[config.mk]
export PLATFORM = sky130hd
export DESIGN_NAME = control_fsm
export DESIGN_NICKNAME = d
export VERILOG_FILES = /design/src/rtl/control_fsm.sv
export SDC_FILE = /design/constraint.sdc
export NUM_CORES = 1
export LEC_CHECK = 0
export CAP_MARGIN = 15
export CORE_MARGIN = 2
export CORE_UTILIZATION = 41
export CTS_CLUSTER_DIAMETER = 150
export CTS_CLUSTER_SIZE = 28
export DETAILED_ROUTE_END_ITERATION = 7
export PLACE_DENSITY_LB_ADDON = 0.05
export SLEW_MARGIN = 20
export SYNTH_ARGS = -nofsm -noshare
export SYNTH_HDL_FRONTEND = slang
export SYNTH_SLANG_ARGS = --single-unit
[constraint.sdc]
create_clock -name clk -period 1.8 [get_ports clk]
set_clock_uncertainty 0.05 [all_clocks]
set_input_delay 0.27 -clock clk [delete_from_list [all_inputs] [get_ports clk]]
set_output_delay 0.27 -clock clk [all_outputs]
set_load 0.005 [all_outputs]
[src/rtl/control_fsm.sv]
// control_fsm
//   Multicycle sequencer in front of the instruction decoder. Fetches a
//   16-bit instruction into instr_reg, lets the decoder classify it, then
//   walks through execute / load / store / write-back while driving the
//   register-file, flag and memory strobes. Owns the program counter.
//
// Ports
//   clk, rst_n        system clock, async active-low reset
//   mem_rdata         memory read data (instruction or load data)
//   mem_ready         memory completes the current access this cycle
//   instr_type        decoder class: 00 R/imm, 01 STORE, 10 LOAD, 11 illegal
//   instruction_out   decoder ALU opcode
//   instr_reg         instruction register (to decoder instruction_in)
//   pc                program counter, wraps modulo 2^ADDR_W
//   load_data         data captured by LOAD
//   mem_addr_sel      0 = address from pc, 1 = address from register operand
//   mem_re, mem_we    memory read / write strobes
//   reg_we, flag_we   register-file / flag write enables
//   load_sel          write-back mux: 1 = load_data, 0 = ALU result
//   state             current state encoding (debug)
//
// state  | meaning
// -------+-----------------------------------------------
// IDLE   | post-reset bubble, no strobes
// FETCH  | read instruction at pc, wait for mem_ready
// DECODE | decoder settles on instr_reg, branch on type
// EXEC   | ALU op: register and/or flag write
// LOAD   | read data at operand address, wait for ready
// WB     | write load_data into the register file
// STORE  | write data at operand address, wait for ready

module control_fsm #(
  parameter int unsigned           ADDR_W   = 16,
  parameter logic [ADDR_W-1:0]     RESET_PC = '0
) (
  input  logic              clk,
  input  logic              rst_n,
  input  logic [15:0]       mem_rdata,
  input  logic              mem_ready,
  input  logic [1:0]        instr_type,
  input  logic [7:0]        instruction_out,
  output logic [15:0]       instr_reg,
  output logic [ADDR_W-1:0] pc,
  output logic [15:0]       load_data,
  output logic              mem_addr_sel,
  output logic              mem_re,
  output logic              mem_we,
  output logic              reg_we,
  output logic              flag_we,
  output logic              load_sel,
  output logic [2:0]        state
);

  typedef enum logic [2:0] {
    IDLE   = 3'd0,
    FETCH  = 3'd1,
    DECODE = 3'd2,
    EXEC   = 3'd3,
    LOAD   = 3'd4,
    WB     = 3'd5,
    STORE  = 3'd6
  } state_t;

  localparam logic [7:0] OP_NOP = 8'h00;
  localparam logic [7:0] OP_ADD = 8'h05;
  localparam logic [7:0] OP_SUB = 8'h09;
  localparam logic [7:0] OP_CMP = 8'h0B;

  state_t state_q;
  state_t state_d;

  logic fetch_done;
  logic load_done;

  assign fetch_done = (state_q == FETCH) && mem_ready;
  assign load_done  = (state_q == LOAD)  && mem_ready;

  always_ff @(posedge clk or negedge rst_n) begin
    if (!rst_n) begin
      state_q <= IDLE;
    end else begin
      state_q <= state_d;
    end
  end

  always_ff @(posedge clk or negedge rst_n) begin
    if (!rst_n) begin
      instr_reg <= 16'h0000;
      pc        <= RESET_PC;
    end else if (fetch_done) begin
      instr_reg <= mem_rdata;
      pc        <= pc + ADDR_W'(1);
    end
  end

  always_ff @(posedge clk or negedge rst_n) begin
    if (!rst_n) begin
      load_data <= 16'h0000;
    end else if (load_done) begin
      load_data <= mem_rdata;
    end
  end

  // Next-state logic. mem_ready is only consulted in the memory states.
  always_comb begin
    state_d = state_q;
    case (state_q)
      IDLE:    state_d = FETCH;
      FETCH:   if (mem_ready) state_d = DECODE;
      DECODE: begin
        case (instr_type)
          2'b00:   state_d = EXEC;
          2'b01:   state_d = STORE;
          2'b10:   state_d = LOAD;
          default: state_d = FETCH;   // illegal: behaves as a NOP
        endcase
      end
      EXEC:    state_d = FETCH;
      LOAD:    if (mem_ready) state_d = WB;
      WB:      state_d = FETCH;
      STORE:   if (mem_ready) state_d = FETCH;
      default: state_d = IDLE;
    endcase
  end

  // Moore strobes: decoded only from the registered state (plus the
  // decoder opcode in EXEC), so mem_ready never reaches a strobe.
  always_comb begin
    mem_re       = 1'b0;
    mem_we       = 1'b0;
    mem_addr_sel = 1'b0;
    reg_we       = 1'b0;
    flag_we      = 1'b0;
    load_sel     = 1'b0;
    case (state_q)
      FETCH: begin
        mem_re = 1'b1;
      end
      EXEC: begin
        reg_we  = (instruction_out != OP_CMP) && (instruction_out != OP_NOP);
        flag_we = (instruction_out == OP_ADD) || (instruction_out == OP_SUB) ||
                  (instruction_out == OP_CMP);
      end
      LOAD: begin
        mem_re       = 1'b1;
        mem_addr_sel = 1'b1;
      end
      WB: begin
        reg_we   = 1'b1;
        load_sel = 1'b1;
      end
      STORE: begin
        mem_we       = 1'b1;
        mem_addr_sel = 1'b1;
      end
      default: ;
    endcase
  end

  assign state = state_q;

endmodule

==> impl_metrics.csv, run 1 <==
group,metric,value,unit
place,io_buffers,85,
floorplanning,coreArea,5200,sq um
cells_and_area,final_cells,345,
pwr,switching_power,1300,uW
pwr,clkPwrFrac,18.3,%
logic_synthesis,synth_area_per_cell,13.2,sq um
floorplanning,die_w,78.1,microns
cells_and_area,layout.nets,306,
sta,final_hold_viol_count,0,
sta,slew_viol_final,0,
cells_and_area,filler_cell_count,423,
detailed_routing,wirelength,4820,microns
cells_and_area,diodes,0,
sta,worst_pin_slew,0.274,ns
cts,clk_latency,0.30,ns
worst_setup_path,endpoint_kind,"flip-flop",
pwr,share_seq_of_total_power,39.8,%
detailed_routing,vias,1678,
cts,htreeDepth,2,
floorplanning,initial_core_util,43.2,%
cells_and_area,drive_above_1_share,26.2,%
worst_setup_path,cp_num_buf_inv,2,
sta,period_share,97.3,%
cts,clk_path_buf_depth,2,
grt,grt_antenna_before_repair,0,
logic_synthesis,synth_area,2250,sq um
cts,cts_buffers,5,
logic_synthesis,synthSimpleGateAreaFrac,13.3,%
place,placedCellCount,333,
worst_setup_path,cp_data_required_time,1.94,ns
grt,grt_usage,17.2,%
logic_synthesis,yosysSeqAreaShare,56.7,%
logic_synthesis,yosysUniqueCellTypes,33,
cells_and_area,final_cell_mix,"70 x clkdlybuf4s50_1, 50 x dfrtp_1, 33 x mux2_2",
logic_synthesis,yosys_register_bits,51,
worst_setup_path,arrival,1.89,ns
worst_hold_path,hold_path_class,"in2async",
place,gp_congestion,0.774,
detailed_routing,post_drt_wl_per_cell,14.0,microns
floorplanning,rows,26,
worst_setup_path,cp_slowest_cell,"dfrtp_1",
detailed_routing,drcViolationCount,0,
status,outcome,"complete, no violations",
worst_setup_path,path_max_fanout,16,
sta,max_freq,571,MHz
pwr,powerDensity,1350,nW/um^2
cells_and_area,syn2layout_area_growth,52.5,%
grt,grt_pass1_wl,8350,microns
grt,grt_pass1_vias,1780,
grt,grt_overflow,0,
run,maxCapViolations,0,
floorplanning,dieArea,6100,sq um
worst_setup_path,start_kind,"flip-flop",
floorplanning,num_io_pins,86,
worst_setup_path,max_stage_delay,0.40,ns
place,hpwl,3440,microns
sta,hold_ws,0.436,ns
cts,cts_root_buf,"clkbuf_8",
logic_synthesis,synth_compound_area_share,2.67,%
sta,rsz0062_at_grt,"yes",
worst_setup_path,path_delay_family,"buffers and inverters",
sta,relSlewSlack,81.7,%
logic_synthesis,yosysWarnings,0,
logic_synthesis,synthMuxAreaShare,16.5,%
sta,setup_viol,0,
detailed_routing,antenna_left,0,
cells_and_area,fin_util,66.0,%
floorplanning,dieHeight,78.1,microns
cts,cts_tree,"built",
grt,grt_max_degree,52,
cells_and_area,final_common_cell,"clkdlybuf4s50_1",
pwr,internal_power,3330,uW
sta,finalSetupTns,0,ns
cts,path_clk_slew,0.09,ns
detailed_routing,drtIter0Drc,38,
detailed_routing,dr.pass1.iters,4,
logic_synthesis,synthAdderAreaFrac,1.67,%
sta,period_needed,1.75,ns
detailed_routing,viasPerCell,4.86,
worst_setup_path,critPathKind,"reg2reg",
worst_setup_path,crit_top_cell,"buf_4",
logic_synthesis,syn-num-nets,203,
pwr,comb_power_share,41.8,%
logic_synthesis,synth_xor_area_share,6.23,%
cts,clock_sinks,51,
worst_setup_path,crit_chain,"buf_4 > and4bb_1 > buf_4 > mux2_2",
pwr,power_leakage,0.00157,uW
logic_synthesis,syn_inst,171,
pwr,sw_frac_of_total,28.2,%
pwr,vdd.ir_drop.worst,0.761,mV
logic_synthesis,synth_top_family_by_area,"multiplexers",
==> synthesized netlist by cell type, drive strengths merged <==
| cell type | n | area, sq um |
|---|---|---|
| buf | 6 | 46.3 |
| nand3b | 1 | 7.51 |
| a211oi | 1 | 7.51 |
| nand4 | 6 | 52.6 |
| xnor2 | 6 | 52.6 |
| nor2 | 8 | 30.0 |
| and4bb | 1 | 12.5 |
| nor4b | 1 | 8.76 |
| xor2 | 10 | 87.6 |
| o21a | 1 | 7.51 |
| a21oi | 1 | 5.00 |
| nor2b | 4 | 25.0 |
| nor4 | 2 | 33.8 |
| and3b | 1 | 8.76 |
| dfrtp | 51 | 1280 |
| and3 | 3 | 18.8 |
| or3 | 1 | 6.26 |
| and2 | 3 | 18.8 |
| nand2 | 6 | 22.5 |
| or4 | 1 | 7.51 |
| nand2b | 2 | 12.5 |
| inv | 5 | 18.8 |
| nor3 | 4 | 20.0 |
| ha | 3 | 37.5 |
| mux2 | 33 | 372 |
| nand3 | 3 | 15.0 |
| o21bai | 1 | 7.51 |
| o21ai | 5 | 25.0 |
| a22oi | 1 | 7.51 |
==> worst paths after layout <==
path | from | endpoint | depth (start not counted) | slack, ns
max in group asynchronous | rst_n | instr_reg[15] | 3 | 1.02
min in group clk | pc[15] | pc[15] | 1 | 0.44
hold / removal | rst_n | state[0] | 3 | 0.44
setup / recovery | state[2] | instr_reg[10] | 4 | 0.05
hold reg to reg | pc[15] | pc[15] | 1 | 0.44
setup reg to reg | state[2] | instr_reg[10] | 4 | 0.05
==> stage by stage <==
step / power, uW / setup slack (ns) / instance area, sq um
5_1_grt: 4940 / -0.0123 / 3430
6_report: 4630 / 0.0488 / 3430
3_5_place_dp: 3760 / -0.550 / 3260
2_1_floorplan: 2580 / 0.123 / 2250
3_3_place_gp: 3720 / -0.530 / 3260
4_1_cts: 4700 / -0.00397 / 3440
==> cells by family after synthesis <==
family	after synthesis
and+or+nand+nor	47
AOI/OAI and AO/OA	10
muxes	33
buffers and inverters	11
DFF	51
adders and majority gates	3
xor gates and xnor gates	16
==> cell type report <==
type | count | area [sq um] | share of cell area (%)
inverter | 5 | 18.8 | 0.547
tap | 70 | 87.6 | 2.55
clock inverter | 2 | 38.8 | 1.13
multi-input combinational | 109 | 945 | 27.5
timing repair buffer | 102 | 983 | 28.6
clock buffer | 6 | 82.6 | 2.41
sequential | 51 | 1280 | 37.2
==> worst reg2reg max path, cell delays in order (launching register included) <==
cell	delay (ns)
dfrtp_1	0.40
buf_4	0.17
and4bb_1	0.37
buf_4	0.29
mux2_2	0.37
==> layer usage <==
metal	GRT usage, %	up-vias	share of wire (%)
met5	0	-	0
met4	4.21	0	0.75
met3	5.75	4	7.1
met2	28.8	53	48
met1	21.8	821	44
li1	-	800	-
==> power by group through the flow <==
stage	combinational [uW]	clock, uW	sequential, uW
floorplan	704	0	1880
global placement	1860	0	1870
detailed placement	1890	0	1870
CTS	1970	880	1850
global route	2100	929	1910
finish	1940	848	1840
==> repair_timing <==
action | 4_1_cts | 5_1_grt
gates resized for setup | 31 | 4
gates cloned | 0 | 0
endpoints found under the hold margin | 51 | 0
setup buffers | 4 | 0
hold buffers | 1 | 0
pin swaps | 5 | 0
endpoints found under the setup margin | 6 | 3
Power figures use the tool's default switching activity.
==> run 2: changes to the inputs <==
- SKIP_LAST_GASP: default -> 1
==> run 2 against run 1 <==
Sequential share of layout area fell by 0.15 points. Setup slack worse by 0.0030 ns. Flip-flop and latch count unchanged. Sequential power about the same. Utilization up 0.26 points. Via count decreased by 0.18%. Die area unchanged. Non-clock buffer count unchanged. Register-to-register slack is essentially flat. Routed wire length fell by 0.29%. Critical path type is now in2out. Largest power group unchanged. Highest routed layer unchanged.
==> impl_metrics.csv, run 2 (synthesized netlist as in run 1, its figures left out) <==
group,metric,value,unit
status,outcome,"complete, no violations",
floorplanning,dieArea,6100,sq um
worst_setup_path,path_max_fanout,2,
detailed_routing,route.top_layer_used,"met4",
floorplanning,dieHeight,78.1,microns
cells_and_area,final_common_cell,"clkdlybuf4s50_1",
sta,setup_viol,0,
cells_and_area,syn2layout_area_growth,53.1,%
floorplanning,coreArea,5200,sq um
sta,final_hold_viol_count,0,
place,dp_slack,-0.550,ns
cts,clk_path_buf_depth,2,
sta,relSlewSlack,81.7,%
grt,grt_pass1_wl,8390,microns
sta,finalSetupTns,0,ns
cts,cts_root_buf,"clkbuf_8",
detailed_routing,met3_length,342,microns
sta,slew_viol_final,0,
detailed_routing,drt-met1-wl,2090,microns
worst_setup_path,start_kind,"input pin",
worst_hold_path,hold_path_class,"in2async",
detailed_routing,vias,1675,
worst_setup_path,rrSetupSlack,0.05,ns
detailed_routing,viasPerCell,4.86,
worst_setup_path,arrival,1.43,ns
detailed_routing,drcViolationCount,0,
grt,grt_overflow,0,
cts,cts_buffers,5,
detailed_routing,post_drt_wl_per_cell,13.9,microns
grt,grt_usage,17.3,%
grt,grt_pass1_vias,1787,
cells_and_area,drive_above_1_share,26.5,%
detailed_routing,wirelength,4810,microns
cells_and_area,final_area,3450,sq um
cts,path_clk_slew,0.09,ns
place,dpl_cell_area,3260,sq um
place,hpwl,3440,microns
cells_and_area,final_cell_mix,"70 x clkdlybuf4s50_1, 50 x dfrtp_1, 33 x mux2_2",
cts,clk_latency,0.30,ns
cts,htreeDepth,2,
sta,period_share,97.5,%
cts,cts_tree,"built",
grt,grt_max_degree,52,
worst_setup_path,cp_data_required_time,1.48,ns
place,gp_congestion,0.774,
pwr,power.total,4630,uW
cells_and_area,diodes,0,
pwr,vdd.ir_drop.worst,0.761,mV
pwr,power_leakage,0.00159,uW
sta,setup_ws,0.0459,ns
sta,max_freq,570,MHz
cts,clock_sinks,51,
sta,worst_pin_slew,0.274,ns
detailed_routing,antenna_left,0,
place,io_buffers,85,
pwr,powerDensity,1340,nW/um^2
worst_setup_path,endpoint_kind,"output port",
detailed_routing,wl_met2,2330,microns
floorplanning,rows,26,
worst_setup_path,critPathKind,"in2out",
floorplanning,die_w,78.1,microns
sta,rsz0062_at_grt,"yes",
floorplanning,initial_core_util,43.2,%
run,maxCapViolations,0,
sta,period_needed,1.75,ns
detailed_routing,drtIter0Drc,35,
grt,grt_antenna_before_repair,0,
detailed_routing,dr.pass1.iters,4,
floorplanning,num_io_pins,86,
cells_and_area,layout.nets,306,
-- run 2: final timing paths --
check | startpoint | endpoint | cells past startpoint
min reg2reg | pc[15] | pc[15] | 1
min in group clk | pc[15] | pc[15] | 1
min | rst_n | state[0] | 3
max | instruction_out[4] | reg_we | 5
max in group asynchronous | rst_n | instr_reg[15] | 3
max reg2reg | state[2] | instr_reg[10] | 4
-- run 2: layout make-up --
cell class              count  area [sq um]
inverters                   5          18.8
flip-flops and latches     51          1280
repair buffers            102           992
clock buffers               6          82.6
clock inverters             2          38.8
fillers                   420          1760
multi-input cells         109           950
well taps                  70          87.6
-- run 2: stage by stage --
stage	hold WS (ns)	instances	utilization [%]
floorplan	-0.0756	171	-
global placement	0.222	333	62.6
detailed placement	0.231	333	62.6
CTS	0.439	346	66.0
global route	0.461	345	66.2
finish	0.436	345	66.2
-- run 2: what timing repair did --
| action | in CTS | in global routing |
|---|---|---|
| gates resized for setup | 26 | 10 |
| hold endpoints to repair | 51 | 0 |
| setup buffers | 4 | 0 |
| cloned | 0 | 0 |
| hold buffers | 1 | 0 |
| endpoints found under the setup margin | 6 | 3 |
| pin swaps | 5 | 4 |
-- run 2: power breakdown --
group / internal (uW) / switching, uW
registers: 1560 / 287
clock network: 458 / 390
logic: 1310 / 627
total: 3330 / 1300
-- run 2: routing by layer --
layer / vias to the layer above / GRT usage [%]
met5: - / 0
met4: 0 / 4.21
met3: 4 / 5.75
met2: 53 / 29.1
met1: 817 / 21.8
li1: 801 / -
-- run 2: worst max-delay path, cell delays in order --
cell,delay (ns)
dlygate4sd2_1,0.23
or4_4,0.52
a211oi_2,0.20
o21bai_1,0.08
buf_2,0.13
==> run 3: changes to the inputs <==
- CORE_ASPECT_RATIO: default -> 1.4
- SKIP_CTS_REPAIR_TIMING: default -> 1
==> run 3 against run 2 <==
Final area fell by 0.44%. First-iteration DRC count rose by 49%. Non-clock buffer count fell by 1. Fmax fell by 1.9%. Utilization fell by 0.68 points. Register-to-register slack improved by 0.02 ns. Flip-flop and latch count did not move. Count of clock-buffer cells in the layout rose by 1. Setup slack got worse by 0.033 ns. Via count fell by 0.30%. Global-route usage fell by 0.50 points. Largest cell class unchanged.
==> impl_metrics.csv, run 3 (synthesized netlist as in run 1, its figures left out) <==
group,metric,value,unit
status,outcome,"complete, no violations",
worst_setup_path,cp_data_required_time,1.48,ns
detailed_routing,antenna_left,0,
sta,setup_ws,0.0127,ns
place,dpl_cell_area,3260,sq um
pwr,comb_power_share,43.4,%
grt,grt_antenna_before_repair,0,
worst_setup_path,timing.rr.end,"instr_reg[1]",
place,hpwl,3510,microns
cts,clk_latency,0.30,ns
cells_and_area,syn2layout_area_growth,52.5,%
sta,relSlewSlack,65.4,%
worst_setup_path,r2r-start,"state[2]",
pwr,power_leakage,0.00166,uW
grt,grt_pass1_wl,7980,microns
cts,cts_root_buf,"clkbuf_8",
grt,grt_pass1_vias,1743,
cts,clk_path_buf_depth,2,
cts,htreeDepth,2,
floorplanning,coreArea,5240,sq um
place,io_buffers,85,
cts,cts_buffers,5,
detailed_routing,post_drt_wl_per_cell,14.1,microns
floorplanning,initial_core_util,43.0,%
detailed_routing,wirelength,4800,microns
sta,setup_viol,0,
run,maxCapViolations,0,
worst_setup_path,setup.worst_path.end,"flag_we",
detailed_routing,met3_length,396,microns
sta,hold_ws,0.429,ns
pwr,share_seq_of_total_power,41.2,%
worst_setup_path,rrSetupSlack,0.07,ns
cts,cts_tree,"built",
worst_setup_path,start_kind,"input pin",
cells_and_area,final_common_cell,"clkdlybuf4s50_1",
sta,finalSetupTns,0,ns
detailed_routing,vias,1670,
pwr,powerDensity,1290,nW/um^2
detailed_routing,dr.pass1.iters,4,
sta,max_freq,560,MHz
worst_setup_path,rr_worst_depth,4,
worst_setup_path,crit_start,"instruction_out[2]",
floorplanning,dieHeight,91.7,microns
detailed_routing,route.top_layer_used,"met4",
worst_setup_path,arrival,1.47,ns
detailed_routing,wl_met2,2510,microns
floorplanning,dieArea,6110,sq um
cells_and_area,final_area,3430,sq um
cells_and_area,final_cell_mix,"71 x clkdlybuf4s50_1, 50 x dfrtp_1, 33 x mux2_2",
pwr,internal_power,3170,uW
sta,period_needed,1.79,ns
grt,grt_overflow,0,
worst_setup_path,critPathKind,"in2out",
pwr,clkPwrFrac,15.5,%
sta,rsz0062_at_grt,"yes",
place,gp_congestion,0.739,
worst_setup_path,path_max_fanout,2,
cts,clock_sinks,51,
cts,path_clk_slew,0.09,ns
detailed_routing,drcViolationCount,0,
sta,period_share,99.3,%
floorplanning,num_io_pins,86,
pwr,vdd.ir_drop.worst,0.761,mV
cells_and_area,drive_above_1_share,24.5,%
sta,final_hold_viol_count,0,
pwr,switching_power,1250,uW
floorplanning,rows,31,
grt,grt_usage,16.8,%
worst_hold_path,hold_path_class,"in2async",
pwr,sw_frac_of_total,28.2,%
grt,grt_max_degree,32,
worst_setup_path,endpoint_kind,"output port",
sta,worst_pin_slew,0.518,ns
pwr,power.total,4420,uW
sta,slew_viol_final,0,
detailed_routing,drtIter0Drc,52,
cells_and_area,diodes,0,
place,dp_slack,-0.573,ns
cells_and_area,layout.nets,305,
detailed_routing,viasPerCell,4.91,
detailed_routing,drt-met1-wl,1830,microns
floorplanning,die_w,66.6,microns
==> run 3: cell types whose count changed in the layout (fill, tap and decap cells not counted), sizes merged <==
cell and delta:
dlygate4sd2 -7, dlymetal6s2s +9, clkinv +1, clkdlybuf4s15 -1, buf -2, clkdlybuf4s50 +1
bufinv -1, inv -1
==> run 3: worst max-delay path, stage by stage <==
cell	delay, ns
clkdlybuf4s50_1	0.49
inv_1	0.06
nor3_1	0.17
a21oi_1	0.08
nor4b_2	0.24
dlymetal6s2s_1	0.16
==> run 3: metrics by stage <==
| step | cells | utilization [%] |
|---|---|---|
| final | 340 | 65.5 |
| after global routing | 340 | 65.5 |
| after CTS | 338 | 64.1 |
| after detailed placement | 330 | 62.3 |
| after global placement | 330 | 62.3 |
| after floorplan | 171 | - |
==> run 3: worst min-delay path by stage <==
stage                         to  slack [ns]  startpoint
floorplan           instr_reg[0]       -0.08       rst_n
global placement        state[0]        0.22       rst_n
detailed placement      state[0]        0.23       rst_n
CTS                        pc[4]       -0.11       rst_n
global route              pc[15]        0.45      pc[15]
finish                     pc[4]        0.43       rst_n
==> run 3: layout make-up <==
cell class              instances  area, sq um
clock inverters                 1         8.76
clock buffers                   7         86.3
fillers                       437         1800
well taps                      66         82.6
flip-flops and latches         51         1280
repair buffers                101         1020
inverters                       5         18.8
multi-input cells             109          940
==> run 3: layer usage <==
layer,track usage (%),vias to the layer above
met2,29.2,53
met1,19.0,816
met4,5.10,0
met5,0,-
met3,6.01,5
li1,-,796
==> run 3: power groups by stage <==
stage / clock (uW) / combinational [uW] / sequential, uW
3_5_place_dp: 0 / 1930 / 1850
5_1_grt: 767 / 2090 / 1880
3_3_place_gp: 0 / 1910 / 1840
6_report: 683 / 1920 / 1820
4_1_cts: 716 / 1940 / 1830
2_1_floorplan: 0 / 704 / 1880
